`src/rtl/cpu_types_pkg.sv`:
```
// Shared CPU scalar types: register index and machine word.
package cpu_types_pkg;

  localparam int unsigned REG_W  = 5;
  localparam int unsigned WORD_W = 32;

  typedef logic [REG_W-1:0]  regbits_t;
  typedef logic [WORD_W-1:0] word_t;

endpackage

```
`src/rtl/data_path_muxs_pkg.sv`:
```
// Pipeline control state encoding and the per-stage enable/flush control word.
package data_path_muxs_pkg;

  typedef enum logic [1:0] {
    RUN    = 2'd0,
    DRAIN  = 2'd1,
    HALTED = 2'd2
  } pipe_ctrl_state_t;

  typedef struct packed {
    logic pc_en;
    logic en_if_id;
    logic en_id_ex;
    logic en_ex_mem;
    logic en_mem_wb;
    logic fl_if_id;
    logic fl_id_ex;
    logic fl_ex_mem;
    logic fl_mem_wb;
  } ctrl_t;

  // en = {pc, IF/ID, ID/EX, EX/MEM, MEM/WB}, fl = {IF/ID, ID/EX, EX/MEM, MEM/WB}
  function automatic ctrl_t ctrl_word(input logic [4:0] en, input logic [3:0] fl);
    return ctrl_t'({en, fl});
  endfunction

  localparam ctrl_t CTRL_RUN   = ctrl_t'({5'b11111, 4'b0000});
  localparam ctrl_t CTRL_IDLE  = ctrl_t'({5'b00000, 4'b0000});
  localparam ctrl_t CTRL_DMEM  = ctrl_t'({5'b00001, 4'b0001});
  localparam ctrl_t CTRL_HALT  = ctrl_t'({5'b01111, 4'b1110});
  localparam ctrl_t CTRL_LU    = ctrl_t'({5'b00111, 4'b0100});
  localparam ctrl_t CTRL_BR    = ctrl_t'({5'b11111, 4'b1110});
  localparam ctrl_t CTRL_IMISS = ctrl_t'({5'b01111, 4'b1000});

endpackage

```
`src/rtl/pipeline_ctrl_if.sv`:
```
// Hazard/status inputs and stage-control outputs between datapath and pipeline controller.
interface pipeline_ctrl_if;
  import cpu_types_pkg::*;

  logic     ihit;
  logic     dhit;
  logic     dmemREN_EX_MEM;
  logic     dmemWEN_EX_MEM;
  logic     halt_EX_MEM;
  logic     branch_taken_EX_MEM;
  logic     memread_ID_EX;
  regbits_t Rt_ID_EX;
  regbits_t Rs_IF_ID;
  regbits_t Rt_IF_ID;

  logic     pc_enable;
  logic     enable_IF_ID;
  logic     enable_ID_EX;
  logic     enable_EX_MEM;
  logic     enable_MEM_WB;
  logic     flush_IF_ID;
  logic     flush_ID_EX;
  logic     flush_EX_MEM;
  logic     flush_MEM_WB;
  logic     halt;
  word_t    stall_count;

  modport slave (
    input  ihit, dhit, dmemREN_EX_MEM, dmemWEN_EX_MEM, halt_EX_MEM,
           branch_taken_EX_MEM, memread_ID_EX, Rt_ID_EX, Rs_IF_ID, Rt_IF_ID,
    output pc_enable, enable_IF_ID, enable_ID_EX, enable_EX_MEM, enable_MEM_WB,
           flush_IF_ID, flush_ID_EX, flush_EX_MEM, flush_MEM_WB, halt, stall_count
  );

  modport master (
    output ihit, dhit, dmemREN_EX_MEM, dmemWEN_EX_MEM, halt_EX_MEM,
           branch_taken_EX_MEM, memread_ID_EX, Rt_ID_EX, Rs_IF_ID, Rt_IF_ID,
    input  pc_enable, enable_IF_ID, enable_ID_EX, enable_EX_MEM, enable_MEM_WB,
           flush_IF_ID, flush_ID_EX, flush_EX_MEM, flush_MEM_WB, halt, stall_count
  );

endinterface

```
`src/rtl/pipeline_ctrl_hazard_detect.sv`:
```
// Load-use hazard compare: a load in ID/EX whose destination feeds the instruction in IF/ID.
module hazard_detect
  import cpu_types_pkg::*;
(
  input  logic     memread_i,
  input  regbits_t rt_id_ex_i,
  input  regbits_t rs_if_id_i,
  input  regbits_t rt_if_id_i,
  output logic     load_use_o
);

  logic dest_nonzero;
  logic src_match;

  // Register 0 is hard-wired, so a load targeting it never creates a dependency.
  assign dest_nonzero = (rt_id_ex_i != 5'd0);
  assign src_match    = (rt_id_ex_i == rs_if_id_i) | (rt_id_ex_i == rt_if_id_i);
  assign load_use_o   = memread_i & dest_nonzero & src_match;

endmodule

```
`src/rtl/pipeline_ctrl.sv`:
```
// Pipeline stall/flush controller: prioritised hazard resolution, halt drain sequence, stall counter.
module pipeline_ctrl
  import cpu_types_pkg::*;
  import data_path_muxs_pkg::*;
(
  input  logic           CLK,
  input  logic           nRST,
  pipeline_ctrl_if.slave pc_if
);

  pipe_ctrl_state_t state_q, state_d;
  word_t            stall_count_q, stall_count_d;
  ctrl_t            ctrl;
  logic             load_use;
  logic             dmem_wait;
  logic             stall_cycle;

  hazard_detect u_hazard_detect (
    .memread_i  (pc_if.memread_ID_EX),
    .rt_id_ex_i (pc_if.Rt_ID_EX),
    .rs_if_id_i (pc_if.Rs_IF_ID),
    .rt_if_id_i (pc_if.Rt_IF_ID),
    .load_use_o (load_use)
  );

  assign dmem_wait = (pc_if.dmemREN_EX_MEM | pc_if.dmemWEN_EX_MEM) & ~pc_if.dhit;

  // A pending halt outranks load-use and fetch stalls, and a taken branch hides a fetch miss.
  assign stall_cycle = dmem_wait |
                       (~pc_if.halt_EX_MEM & load_use) |
                       (~pc_if.halt_EX_MEM & ~pc_if.branch_taken_EX_MEM & ~pc_if.ihit);

  always_ff @(posedge CLK) begin
    if (!nRST) begin
      state_q       <= RUN;
      stall_count_q <= {WORD_W{1'b0}};
    end else begin
      state_q       <= state_d;
      stall_count_q <= stall_count_d;
    end
  end

  always_comb begin
    state_d       = state_q;
    stall_count_d = stall_count_q;
    case (state_q)
      RUN: begin
        if (stall_cycle) begin
          stall_count_d = stall_count_q + 32'd1;
        end else begin
          stall_count_d = stall_count_q;
        end
        if (!dmem_wait && pc_if.halt_EX_MEM) begin
          state_d = DRAIN;
        end else begin
          state_d = RUN;
        end
      end
      DRAIN:   state_d = HALTED;
      HALTED:  state_d = HALTED;
      default: state_d = RUN;
    endcase
  end

  always_comb begin
    ctrl = CTRL_RUN;
    case (state_q)
      RUN: begin
        if (dmem_wait) begin
          ctrl = CTRL_DMEM;
        end else if (pc_if.halt_EX_MEM) begin
          ctrl = CTRL_HALT;
        end else if (load_use) begin
          ctrl = CTRL_LU;
        end else if (pc_if.branch_taken_EX_MEM) begin
          ctrl = CTRL_BR;
        end else if (!pc_if.ihit) begin
          ctrl = CTRL_IMISS;
        end else begin
          ctrl = CTRL_RUN;
        end
      end
      DRAIN:   ctrl = CTRL_IDLE;
      HALTED:  ctrl = CTRL_IDLE;
      default: ctrl = CTRL_RUN;
    endcase
  end

  assign pc_if.pc_enable     = ctrl.pc_en;
  assign pc_if.enable_IF_ID  = ctrl.en_if_id;
  assign pc_if.enable_ID_EX  = ctrl.en_id_ex;
  assign pc_if.enable_EX_MEM = ctrl.en_ex_mem;
  assign pc_if.enable_MEM_WB = ctrl.en_mem_wb;
  assign pc_if.flush_IF_ID   = ctrl.fl_if_id;
  assign pc_if.flush_ID_EX   = ctrl.fl_id_ex;
  assign pc_if.flush_EX_MEM  = ctrl.fl_ex_mem;
  assign pc_if.flush_MEM_WB  = ctrl.fl_mem_wb;
  assign pc_if.halt          = (state_q == HALTED);
  assign pc_if.stall_count   = stall_count_q;

endmodule

```
`src/flat_wrapper.sv`:
```
// flat-port wrapper written by rule: the top's interface ports become plain ports
module pipeline_ctrl_flat import cpu_types_pkg::*; import data_path_muxs_pkg::*;
  (CLK, nRST, pc_if_ihit, pc_if_dhit, pc_if_dmemREN_EX_MEM, pc_if_dmemWEN_EX_MEM, pc_if_halt_EX_MEM, pc_if_branch_taken_EX_MEM, pc_if_memread_ID_EX, pc_if_Rt_ID_EX, pc_if_Rs_IF_ID, pc_if_Rt_IF_ID, pc_if_pc_enable, pc_if_enable_IF_ID, pc_if_enable_ID_EX, pc_if_enable_EX_MEM, pc_if_enable_MEM_WB, pc_if_flush_IF_ID, pc_if_flush_ID_EX, pc_if_flush_EX_MEM, pc_if_flush_MEM_WB, pc_if_halt, pc_if_stall_count);
  pipeline_ctrl_if pc_if_i ();
  input  logic CLK;
  input  logic nRST;
  input wire logic [$bits(pc_if_i.ihit)-1:0] pc_if_ihit;
  input wire logic [$bits(pc_if_i.dhit)-1:0] pc_if_dhit;
  input wire logic [$bits(pc_if_i.dmemREN_EX_MEM)-1:0] pc_if_dmemREN_EX_MEM;
  input wire logic [$bits(pc_if_i.dmemWEN_EX_MEM)-1:0] pc_if_dmemWEN_EX_MEM;
  input wire logic [$bits(pc_if_i.halt_EX_MEM)-1:0] pc_if_halt_EX_MEM;
  input wire logic [$bits(pc_if_i.branch_taken_EX_MEM)-1:0] pc_if_branch_taken_EX_MEM;
  input wire logic [$bits(pc_if_i.memread_ID_EX)-1:0] pc_if_memread_ID_EX;
  input wire logic [$bits(pc_if_i.Rt_ID_EX)-1:0] pc_if_Rt_ID_EX;
  input wire logic [$bits(pc_if_i.Rs_IF_ID)-1:0] pc_if_Rs_IF_ID;
  input wire logic [$bits(pc_if_i.Rt_IF_ID)-1:0] pc_if_Rt_IF_ID;
  output wire logic [$bits(pc_if_i.pc_enable)-1:0] pc_if_pc_enable;
  output wire logic [$bits(pc_if_i.enable_IF_ID)-1:0] pc_if_enable_IF_ID;
  output wire logic [$bits(pc_if_i.enable_ID_EX)-1:0] pc_if_enable_ID_EX;
  output wire logic [$bits(pc_if_i.enable_EX_MEM)-1:0] pc_if_enable_EX_MEM;
  output wire logic [$bits(pc_if_i.enable_MEM_WB)-1:0] pc_if_enable_MEM_WB;
  output wire logic [$bits(pc_if_i.flush_IF_ID)-1:0] pc_if_flush_IF_ID;
  output wire logic [$bits(pc_if_i.flush_ID_EX)-1:0] pc_if_flush_ID_EX;
  output wire logic [$bits(pc_if_i.flush_EX_MEM)-1:0] pc_if_flush_EX_MEM;
  output wire logic [$bits(pc_if_i.flush_MEM_WB)-1:0] pc_if_flush_MEM_WB;
  output wire logic [$bits(pc_if_i.halt)-1:0] pc_if_halt;
  output wire logic [$bits(pc_if_i.stall_count)-1:0] pc_if_stall_count;
  assign pc_if_i.ihit = pc_if_ihit;
  assign pc_if_i.dhit = pc_if_dhit;
  assign pc_if_i.dmemREN_EX_MEM = pc_if_dmemREN_EX_MEM;
  assign pc_if_i.dmemWEN_EX_MEM = pc_if_dmemWEN_EX_MEM;
  assign pc_if_i.halt_EX_MEM = pc_if_halt_EX_MEM;
  assign pc_if_i.branch_taken_EX_MEM = pc_if_branch_taken_EX_MEM;
  assign pc_if_i.memread_ID_EX = pc_if_memread_ID_EX;
  assign pc_if_i.Rt_ID_EX = pc_if_Rt_ID_EX;
  assign pc_if_i.Rs_IF_ID = pc_if_Rs_IF_ID;
  assign pc_if_i.Rt_IF_ID = pc_if_Rt_IF_ID;
  assign pc_if_pc_enable = pc_if_i.pc_enable;
  assign pc_if_enable_IF_ID = pc_if_i.enable_IF_ID;
  assign pc_if_enable_ID_EX = pc_if_i.enable_ID_EX;
  assign pc_if_enable_EX_MEM = pc_if_i.enable_EX_MEM;
  assign pc_if_enable_MEM_WB = pc_if_i.enable_MEM_WB;
  assign pc_if_flush_IF_ID = pc_if_i.flush_IF_ID;
  assign pc_if_flush_ID_EX = pc_if_i.flush_ID_EX;
  assign pc_if_flush_EX_MEM = pc_if_i.flush_EX_MEM;
  assign pc_if_flush_MEM_WB = pc_if_i.flush_MEM_WB;
  assign pc_if_halt = pc_if_i.halt;
  assign pc_if_stall_count = pc_if_i.stall_count;
  pipeline_ctrl u_core (.CLK(CLK), .nRST(nRST), .pc_if(pc_if_i));
endmodule
```
`config.mk`:
```
export PLATFORM = sky130hd
export DESIGN_NAME = pipeline_ctrl_flat
export DESIGN_NICKNAME = d
export VERILOG_FILES = /design/src/rtl/cpu_types_pkg.sv /design/src/rtl/data_path_muxs_pkg.sv /design/src/rtl/pipeline_ctrl_if.sv /design/src/rtl/pipeline_ctrl_hazard_detect.sv /design/src/rtl/pipeline_ctrl.sv /design/src/flat_wrapper.sv
export SDC_FILE = /design/constraint.sdc
export NUM_CORES = 1
export LEC_CHECK = 0
export CAP_MARGIN = 20
export CORE_MARGIN = 5
export CORE_UTILIZATION = 33
export DETAILED_ROUTE_END_ITERATION = 6
export PLACE_DENSITY = 0.67
export SLEW_MARGIN = 40
export SYNTH_ARGS = -nofsm -noshare
export SYNTH_HDL_FRONTEND = slang
export SYNTH_SLANG_ARGS = --single-unit
```
`constraint.sdc`:
```
create_clock -name CLK -period 6.9 [get_ports CLK]
set_input_delay 1.38 -clock CLK [delete_from_list [all_inputs] [get_ports CLK]]
set_output_delay 1.38 -clock CLK [all_outputs]
set_load 0.005 [all_outputs]
```
==> results by stage, run 1 <==
Run status:
- The flow ran to the end, and the final reports show no timing, DRC or antenna violations.

Critical path:
- The highest fanout seen on the critical path is 5.
- The path type of the worst setup path is primary input to output pin.
- The endpoint kind of the worst setup timing path is an output pin.
- Across all register-to-register paths, the minimum setup slack is 4.48 ns.
- The worst register-to-register path has a depth of 6.
- STA classifies the critical path startpoint as a primary input.
- The worst flop-to-flop path endpoint is u_core.pc_if.stall_count[31].
- The data arrival time of the critical path is 3.71 ns.
- The critical path required time is 5.52 ns.
- The worst register-to-register path begins at u_core.pc_if.stall_count[6].

Pwr:
- IR analysis of the VDD net gives a maximum drop of 0.104 mV.
- The analysis attributes to cell leakage a power of 0.000863 µW.
- For this design the ratio of total power to cell area is 167 nW/µm².
- The power consumption is 455 µW.

Logic synthesis:
- Synthesis produced 245 cells.
- In this run, synthesis produced a sequential element count of 34.
- For this run, asynchronously set or reset flops after synthesis account for 0%.
- The share of the yosys chip area belonging to registers is 35.2%.
- The commonest cells after synthesis are sky130_fd_sc_hd__dfxtp_1 (34), sky130_fd_sc_hd__a21oi_1 (30), sky130_fd_sc_hd__nand2_1 (21), sky130_fd_sc_hd__o21ai_0 (21), sky130_fd_sc_hd__or3_1 (16).
- The Yosys step of the flow raised 0 warnings.
- The share of the synthesized area in the top cell type is 35.2%.
- The most used flip-flop cell after synthesis is sky130_fd_sc_hd__dfxtp_1.
- The most common cell in the synthesized netlist is sky130_fd_sc_hd__dfxtp_1.
- When the netlist entered floorplanning its net count stood at 273.
- The synthesized area is 1930 µm².
- The number of flops mapped to enable cells by yosys is 0.
- The number of different library cells used by synthesis comes to 34.
- The synthesized area per cell is 7.89 µm².
- In the post-synthesis netlist, the biggest area contributors are sky130_fd_sc_hd__dfxtp_1 (35%), sky130_fd_sc_hd__a21oi_1 (7.8%), sky130_fd_sc_hd__o21ai_0 (5.4%), sky130_fd_sc_hd__or3_1 (5.2%), sky130_fd_sc_hd__xor2_1 (5.0%).
- The dominant cell type by area after synthesis is sky130_fd_sc_hd__dfxtp_1.

Timing:
- Headroom to the max-slew limit came out at 49.7%.
- Setup repair after global routing left no endpoint under its margin.
- The final hold slack is 0.488 ns.
- The count of final max-slew check failures is 0.
- Summed over all failing endpoints, the final setup total negative slack is 0 ns.
- The time the final worst path needs with I/O delays and setup is 5.09 ns.
- The final hold violation count came to 0.
- The top achievable clock speed is 196 MHz.
- The slew of the pin with the lowest slew margin is 0.755 ns.
- The final worst clock skew is 0.00701 ns.
- Setup violations remaining at the end of the flow were counted as 0.
- The share of the clock period used by the worst path is 73.8%.

Clock tree:
- The quantity of hold-fixing buffers added after cts is 0.
- The root buffer cell chosen for the clock tree is sky130_fd_sc_hd__clkbuf_8.
- The number of gates resized after CTS is 0.
- The count of H-tree levels built during CTS is 2.
- For the worst-skew pair, the clock arrives at the later sink with an insertion delay of 0.28 ns.
- The total CTS buffers is 5.
- The post-CTS setup buffer count is 0.
- The CTS tree is yes.
- The buffer depth of the longest clock path is 2.
- The clock-pin slew reported for the worst setup and hold paths after clock tree synthesis is 0.07 ns.
- The clock sink total is 34.

Layout:
- The combined area of the multi-input logic cells is 1160 µm².
- From synthesis to final layout, the design area changed by 41.3%.
- The core occupancy in the finished layout is 48.7%.
- The count of inserted antenna diode cells is 0.
- Summing all flip-flop and latch instances after layout gives 681 µm².
- The net count of the finished layout is 332.
- The filler cells instantiated in the layout total 563.
- The share of cells above drive strength 1 is 6.25%.

Floorplanning:
- In this run the vertical extent of the chip is 86.5 µm.
- The die covers 7490 µm².
- The core region is 5610 µm².
- The number of top-level pins is 66.
- The site row count is 27.
- From left edge to right edge, the die measures 86.5 µm.
- The starting utilization of the core area is 34.5%.

Drt:
- The number of vias per cell is 5.32.
- The routed design has 5.08 mm of wire.
- The count of nets left with antenna violations once routing finished came out at 0.
- For this block, the initial DRC count from the detailed router was 94.
- The total via count in the routed design is 2,002.
- In the routed design, unresolved DRC markers number 0.
- The count of TritonRoute iterations in the first routing pass is 4.
- After detailed routing, the average wire length per cell comes to 13.5 µm.

Min path:
- The path with the worst hold slack has its endpoint at u_core.pc_if.stall_count[31].
- The worst min-delay path startpoint is u_core.pc_if.stall_count[31].
- In this run the worst hold path is classified as flop to flop.
- The cell count of the worst hold path is 2.

Flow run:
- The max capacitance violation total is 0.

GRT:
- The total overflow left after global routing is 0.
- Entering global routing, the biggest net connects 37 pins.
- The first global-routing pass estimated 8.45 mm of wire.
- The number of global-route vias before repair is 1,823.
- The overall global routing resource usage is 13.6%.
- The initial antenna violation count was 0.

Place:
- The final RePlAce weighted congestion is 0.813.
- The HPWL after detailed placement is 3.66 mm.
- In this run the tool buffered the top-level ports with 65 buffer cells.
==> worst max-delay path: stages <==
cell and delay [ns]:
sky130_fd_sc_hd__clkdlybuf4s50_1 0.46, sky130_fd_sc_hd__or4_1 0.53, sky130_fd_sc_hd__o21ai_0 0.24, sky130_fd_sc_hd__or2_2 0.21, sky130_fd_sc_hd__nand2b_1 0.07, sky130_fd_sc_hd__o32ai_1 0.27
sky130_fd_sc_hd__clkdlybuf4s50_1 0.55
==> worst max path at each step <==
stage / from / end / slack [ns] / cells past startpoint
3_5_place_dp: pc_if_Rt_ID_EX[0] / pc_if_pc_enable / 1.81 / 7
4_1_cts: pc_if_Rt_ID_EX[0] / pc_if_pc_enable / 1.80 / 7
5_1_grt: pc_if_Rt_ID_EX[0] / pc_if_pc_enable / 1.61 / 7
6_report: pc_if_Rt_ID_EX[0] / pc_if_pc_enable / 1.81 / 7
2_1_floorplan: pc_if_Rt_ID_EX[0] / pc_if_pc_enable / 2.91 / 5
3_3_place_gp: pc_if_Rt_ID_EX[0] / pc_if_pc_enable / 1.83 / 7
==> state kept, by name, indices dropped and copies added, names as in the netlist <==
name                      count
u_core.pc_if.stall_count     32
u_core.state_q                2
==> logic make-up (layout without fill, tap and decap cells) <==
logic type	count (synthesis)	in the layout	share of synthesized area [%]
fa+ha+maj	4	4	2.59
mux	1	1	0.518
buf+inv	23	82	4.85
xor+xnor	11	11	4.98
simple gates	100	100	30.3
flops	34	34	35.2
compound gates	72	72	21.6
==> layout make-up <==
cell class	count	area share (%)
flip-flops and latches	34	24.9
repair buffers	65	23.8
clock buffers	6	3.02
multi-input cells	188	42.5
inverters	10	1.37
clock inverters	1	1.10
well taps	72	3.30
==> layer usage <==
| metal | track usage, % | vias to the layer above | part of all wire (%) |
|---|---|---|---|
| met2 | 22.0 | 48 | 47 |
| met3 | 3.80 | 2 | 6.3 |
| met4 | 2.97 | 0 | 0.35 |
| met5 | 0 | - | 0 |
| met1 | 17.9 | 938 | 46 |
| li1 | - | 1014 | - |
==> power by group <==
group          switching (µW)  total (µW)  leakage (µW)  internal, µW
sequential               2.35         201      0.000274           199
combinational            31.4        69.9      0.000532          38.5
clock                    68.4         184     0.0000573           116
total                     102         455      0.000863           353
==> metrics by stage <==
stage | cells | setup WS, ns | instance area (µm²)
final | 376 | 1.81 | 2730
after global routing | 376 | 1.61 | 2730
after CTS | 376 | 1.80 | 2730
after detailed placement | 369 | 1.81 | 2620
after global placement | 369 | 1.83 | 2620
after floorplan | 245 | 2.91 | 1930
==> placed cells by master, fill, tap and decap left out <==
cell type / count
sky130_fd_sc_hd__clkdlybuf4s50_1: 65
sky130_fd_sc_hd__dfxtp_1: 34
sky130_fd_sc_hd__a21oi_1: 30
sky130_fd_sc_hd__o21ai_0: 21
sky130_fd_sc_hd__nand2_1: 21
sky130_fd_sc_hd__or3_1: 16
sky130_fd_sc_hd__nor2_1: 12
sky130_fd_sc_hd__or4_1: 12
sky130_fd_sc_hd__xor2_1: 11
sky130_fd_sc_hd__o31ai_1: 11
sky130_fd_sc_hd__inv_1: 9
sky130_fd_sc_hd__nor3_1: 8
sky130_fd_sc_hd__nand3_1: 6
sky130_fd_sc_hd__clkbuf_8: 6
sky130_fd_sc_hd__nand2b_1: 5
sky130_fd_sc_hd__nand4_1: 4
sky130_fd_sc_hd__ha_1: 4
sky130_fd_sc_hd__or2_2: 3
sky130_fd_sc_hd__and2_1: 3
sky130_fd_sc_hd__and4_1: 3
sky130_fd_sc_hd__o21a_1: 3
sky130_fd_sc_hd__or4b_2: 3
sky130_fd_sc_hd__nand4_2: 2
sky130_fd_sc_hd__o21ba_2: 1
sky130_fd_sc_hd__a22oi_1: 1
sky130_fd_sc_hd__o22ai_1: 1
sky130_fd_sc_hd__a211oi_1: 1
sky130_fd_sc_hd__o32ai_1: 1
sky130_fd_sc_hd__nor3_4: 1
sky130_fd_sc_hd__inv_2: 1
sky130_fd_sc_hd__o31a_2: 1
sky130_fd_sc_hd__or4b_1: 1
sky130_fd_sc_hd__o211ai_1: 1
sky130_fd_sc_hd__mux2i_1: 1
sky130_fd_sc_hd__bufinv_16: 1
Power figures use the tool's default switching activity.
==> run 2, diff against run 1 <==
clock period = 5.15 ns   (was 6.9 ns; I/O delays follow)
==> results by stage, run 2 (synthesis gave the netlist of run 1 again) <==
GRT:
- Global routing consumed, over all layers together, 13.6% of the routing resources.
- The initial antenna violation count is 0.
- The number of global-route vias before repair was 1,832.
- The first global-routing pass estimated 8.36 mm of wire.
- The maximum number of pins on one net before global-route repair is 37.
- After global routing the overflow that remains totals 0.

Layout:
- The share of cells above drive strength 1 is 6.21%.
- The number of antenna diodes in the final layout is 0.
- At the end of the flow, the number of nets in the layout was 333.
- In the layout the commonest cells are sky130_fd_sc_hd__clkdlybuf4s50_1 (65), sky130_fd_sc_hd__dfxtp_1 (34), sky130_fd_sc_hd__a21oi_1 (30).
- After filler insertion, the fill cell instance count of the layout stands at 572.
- The non-filler instance count after layout is 378.
- The leading cell type in the layout, fill and taps excluded is sky130_fd_sc_hd__clkdlybuf4s50_1.
- The register with the most flip-flops in the layout has 32 of them.
- The layout overhead on the synthesized area is 40.5%.

Clock tree:
- In this run the post-CTS setup repair buffer count came out at 0.
- The cell sitting at the root of the clock tree is a sky130_fd_sc_hd__clkbuf_8.
- The clock-pin slew reported for the worst setup and hold paths after clock tree synthesis is 0.07 ns.
- The latest clock arrival within the worst-skew pair is 0.29 ns.
- The count of H-tree levels built during CTS is 2.
- The total CTS buffers is 5.
- For this design, the CTS-stage hold fixing added 0 buffers.
- The number of gates resized after CTS is 0.
- Counting every sink on the clock net gives 34.
- The buffer depth of the longest clock path is 2.
- The CTS tree is yes.

Floorplanning:
- The starting utilization of the core area is 34.5%.
- The number of top-level pins is 66.
- The die outline width is 86.5 µm.
- The initialized floorplan defines 27 standard-cell rows.
- After floorplanning, the core was sized to cover 5610 µm².
- The total die area is 7490 µm².
- The die is 86.5 µm tall.

Timing:
- The final hold violation count was 0.
- The total setup violations reported at the end of the flow is 0.
- Setup repair after global routing left no endpoint under its margin.
- The tightest hold path in the finished design has a slack of 0.483 ns.
- Headroom to the max-slew limit came out at 50.7%.
- Of the available clock period, the critical path in the final layout requires 85.6%.
- The time the final worst path needs with I/O delays and setup is 4.41 ns.
- Across all setup checks in the final design, the least slack found is 0.742 ns.
- At the pin with the least slew margin, the transition time is 0.739 ns.
- The count of final max-slew check failures is 0.
- In the final timing run, aggregate negative setup slack is 0 ns.
- The clock arrives with 0.00536 ns of skew.
- The top achievable clock speed is 227 MHz.

Critical path:
- The launching element type of the critical path is a primary input.
- For the worst setup path, the data required time is 4.12 ns.
- The critical path is of the primary input to output pin type.
- STA puts the critical path data arrival time at 3.38 ns.
- The endpoint kind of the worst setup timing path is an output pin.
- Of all nets on the critical path, the largest fanout is 5.

Pwr:
- The analysis attributes to cell leakage a power of 0.000859 µW.
- The maximum VDD drop is 0.110 mV.
- The ratio of total power to cell area is 210 nW/µm².

Drt:
- The count of TritonRoute iterations in the first routing pass is 4.
- The final layout contains routed wiring with a total length of 5.11 mm.
- Across all layers, the routed design uses 2,013 vias.
- The initial DRC count is 79.
- The number of vias per cell is 5.33.
- The remaining number of nets flagged by the antenna check after routing is 0.
- In the final routed layout, each cell accounts on average for 13.5 µm.
- After detailed routing, the number of remaining DRC violations is 0.

Place:
- The number of placed instances, taps included is 370.
- The wire-length estimate of the detail-placed layout is 3.65 mm.
- The setup slack after placement is 0.761 ns.
- The final RePlAce weighted congestion is 0.817.
- In this run the tool buffered the top-level ports with 65 buffer cells.

Run status:
- The flow ran to the end, and the final reports show no timing, DRC or antenna violations.

Flow run:
- Across the run, the number of max-cap violations was 0.

Min path:
- The min-delay analysis places its worst path in the category flop to flop.
[run 2: cell count changes in the layout (fill, tap and decap cells not counted)]
cell	before	now
sky130_fd_sc_hd__clkinv_2	0	1
sky130_fd_sc_hd__bufinv_16	1	0
sky130_fd_sc_hd__buf_4	0	1
sky130_fd_sc_hd__clkbuf_1	0	1
sky130_fd_sc_hd__o31a_1	0	1
sky130_fd_sc_hd__o31a_2	1	0
[run 2: per-stage QoR]
step | total power (µW) | utilization, % | cell area [µm²]
2_1_floorplan | 318 | - | 1930
3_3_place_gp | 369 | 46.8 | 2630
3_5_place_dp | 371 | 46.8 | 2630
4_1_cts | 577 | 48.4 | 2720
5_1_grt | 598 | 48.4 | 2720
6_report | 569 | 48.4 | 2720
[run 2: critical path, stage by stage]
cell                              delay [ns]
sky130_fd_sc_hd__clkdlybuf4s50_1        0.46
sky130_fd_sc_hd__or4_1                  0.54
sky130_fd_sc_hd__o21ai_0                0.27
sky130_fd_sc_hd__or2_2                  0.22
sky130_fd_sc_hd__nand2b_1               0.06
sky130_fd_sc_hd__o32ai_1                0.25
sky130_fd_sc_hd__clkdlybuf4s50_1        0.54
[run 2: layer usage]
layer / routed length (µm) / GRT usage, % / part of all wire, % / vias to the layer above
met5: 0 / 0 / 0 / -
met4: 41 / 3.40 / 0.80 / 0
met2: 2330 / 22.3 / 45 / 57
li1: - / - / - / 1021
met3: 306 / 3.99 / 6.0 / 4
met1: 2440 / 17.3 / 48 / 931
[run 2: final cells by class]
cell class                 count  area, µm²  share of cell area, %
sequential                    34        681                   25.1
clock inverter                 1       5.00                  0.184
multi-input combinational    188       1160                   42.7
timing repair buffer          66        658                   24.2
tap                           72       90.1                   3.32
clock buffer                   7       86.3                   3.18
inverter                      10       37.5                   1.38
[run 2: report_power, final]
part / internal (µW) / switching (µW) / leakage, µW
clock network: 108 / 97.1 / 0.0000482
registers: 266 / 3.11 / 0.000274
logic: 52.6 / 42.5 / 0.000536
total: 427 / 143 / 0.000859
[run 2: path summary, 6_finish.rpt]
path	startpoint	to	slack, ns	cells after the start
hold / removal	u_core.pc_if.stall_count[31]	u_core.pc_if.stall_count[31]	0.48	2
setup / recovery	pc_if_Rt_ID_EX[0]	pc_if_pc_enable	0.74	7
hold reg to reg	u_core.pc_if.stall_count[31]	u_core.pc_if.stall_count[31]	0.48	2
setup reg to reg	u_core.pc_if.stall_count[6]	u_core.pc_if.stall_count[30]	2.71	6
==> variant (settings of run 2) <==
Set the package constant `WORD_W` to 64 (it was 32).
--- a/src/rtl/cpu_types_pkg.sv
+++ b/src/rtl/cpu_types_pkg.sv
@@ -4,3 +4,3 @@
   localparam int unsigned REG_W  = 5;
-  localparam int unsigned WORD_W = 32;
+  localparam int unsigned WORD_W = 64;
 
Interface: changed (resized pc_if_stall_count); port bits go from 66 to 98. No check against the original RTL was run, so the function may have changed too.
==> variant against run 2 <==
- setup slack gained 0.24 ns
- routed wire length grew 99%
- utilization shrank 3.9 points
- global-route usage grew 1.7 points
- clock power grew 82%
- critical path depth is the same
- total power grew 78%
- sequential cell count grew 32
- design area grew 76%
- area after synthesis grew 85%
- critical endpoint is now pc_if_enable_IF_ID
- largest cell class unchanged
- largest power group unchanged
==> variant: results (changes against run 2) <==
peak supply drop: 0.128 mV (was 0.110 mV)
pin count of the biggest net entering global routing: 127 (was 37)
status: complete, no violations (unchanged)
max reg flops: 64 (was 32)
main area contributors after synthesis: dfxtp_1, a21oi_1, or4_1, o31ai_1, or3_1 (was dfxtp_1, a21oi_1, o21ai_0, or3_1, xor2_1)
final setup margin: 0.981 ns (was 0.742 ns)
Cell Count, Final, Fillers Out: 666 (was 378)
Post-DP HPWL: 7000 µm (was 3650 µm)
RR Startpoint: u_core.pc_if.stall_count[0]$_SDFFE_PN0P_ (was u_core.pc_if.stall_count[6]$_SDFFE_PN0P_)
number of port buffers: 97 (was 65)
CP arrival: 3.14 ns (was 3.38 ns)
WL met1: 4460 µm (was 2440 µm)
Synth Area in Compound Gates: 22.0% (was 21.6%)
H-tree depth: 3 (was 2)
Synth Area in XOR/XNOR: 2.69% (was 4.98%)
DP Worst Slack: 0.989 ns (was 0.761 ns)
Comb power: 0.000126 W (was 0.0000951 W)
post-synthesis area per instance: 8.10 µm² (was 7.89 µm²)
syn nets: 470 (was 273)
share of layout cells above drive strength 1: 4.75% (was 6.21%)
WL met2: 5080 µm (was 2330 µm)
reg2reg setup slack: 1.98 ns (was 2.71 ns)
P_clk: 0.000373 W (was 0.000205 W)
Vias: 3822 (was 2013)
drt first-iter violations: 239 (was 79)
placed insts: 652 (was 370)
clock skew: 0.00973 ns (was 0.00536 ns)
## variant: cell count changes after synthesis, sizes merged, moves of 8 or more
cell / delta
a21oi: +35
dfxtp: +32
or4: +31
o31ai: +29
nand3: +20
and3: +15
nand4: +13
xnor2: +10
xor2: -10
clkbuf: +9
or3: +8
## variant: critical path, delay by kind of cell
family	cells	cell delay [ns]
buffers and inverters	2	0.98
AOI/OAI and AO/OA	2	0.29
and+or+nand+nor	3	0.83
## variant: per-layer routing
layer	global-route usage [%]	vias up
met5	0	-
met4	5.70	0
met3	3.54	16
met2	25.9	86
met1	18.8	1825
li1	-	1895
## variant: how the worst min path moves through the flow
stage | endpoint | slack (ns) | start | depth (start not counted)
floorplan | u_core.pc_if.stall_count[63]$_SDFFE_PN0P_ | 0.47 | u_core.pc_if.stall_count[63]$_SDFFE_PN0P_ | 2
global placement | u_core.pc_if.stall_count[63]$_SDFFE_PN0P_ | 0.46 | u_core.pc_if.stall_count[63]$_SDFFE_PN0P_ | 2
detailed placement | u_core.pc_if.stall_count[63]$_SDFFE_PN0P_ | 0.47 | u_core.pc_if.stall_count[63]$_SDFFE_PN0P_ | 2
CTS | u_core.pc_if.stall_count[63]$_SDFFE_PN0P_ | 0.48 | u_core.pc_if.stall_count[63]$_SDFFE_PN0P_ | 2
global route | u_core.pc_if.stall_count[57]$_SDFFE_PN0P_ | 0.52 | u_core.pc_if.stall_count[57]$_SDFFE_PN0P_ | 2
finish | u_core.pc_if.stall_count[63]$_SDFFE_PN0P_ | 0.48 | u_core.pc_if.stall_count[63]$_SDFFE_PN0P_ | 2
## variant: final cells by class
class	count	area, µm²
fillers	1114	5960
multi-input cells	341	2110
flip-flops and latches	66	1320
repair buffers	98	991
well taps	140	175
clock buffers	11	141
inverters	7	28.8
clock inverters	3	17.5
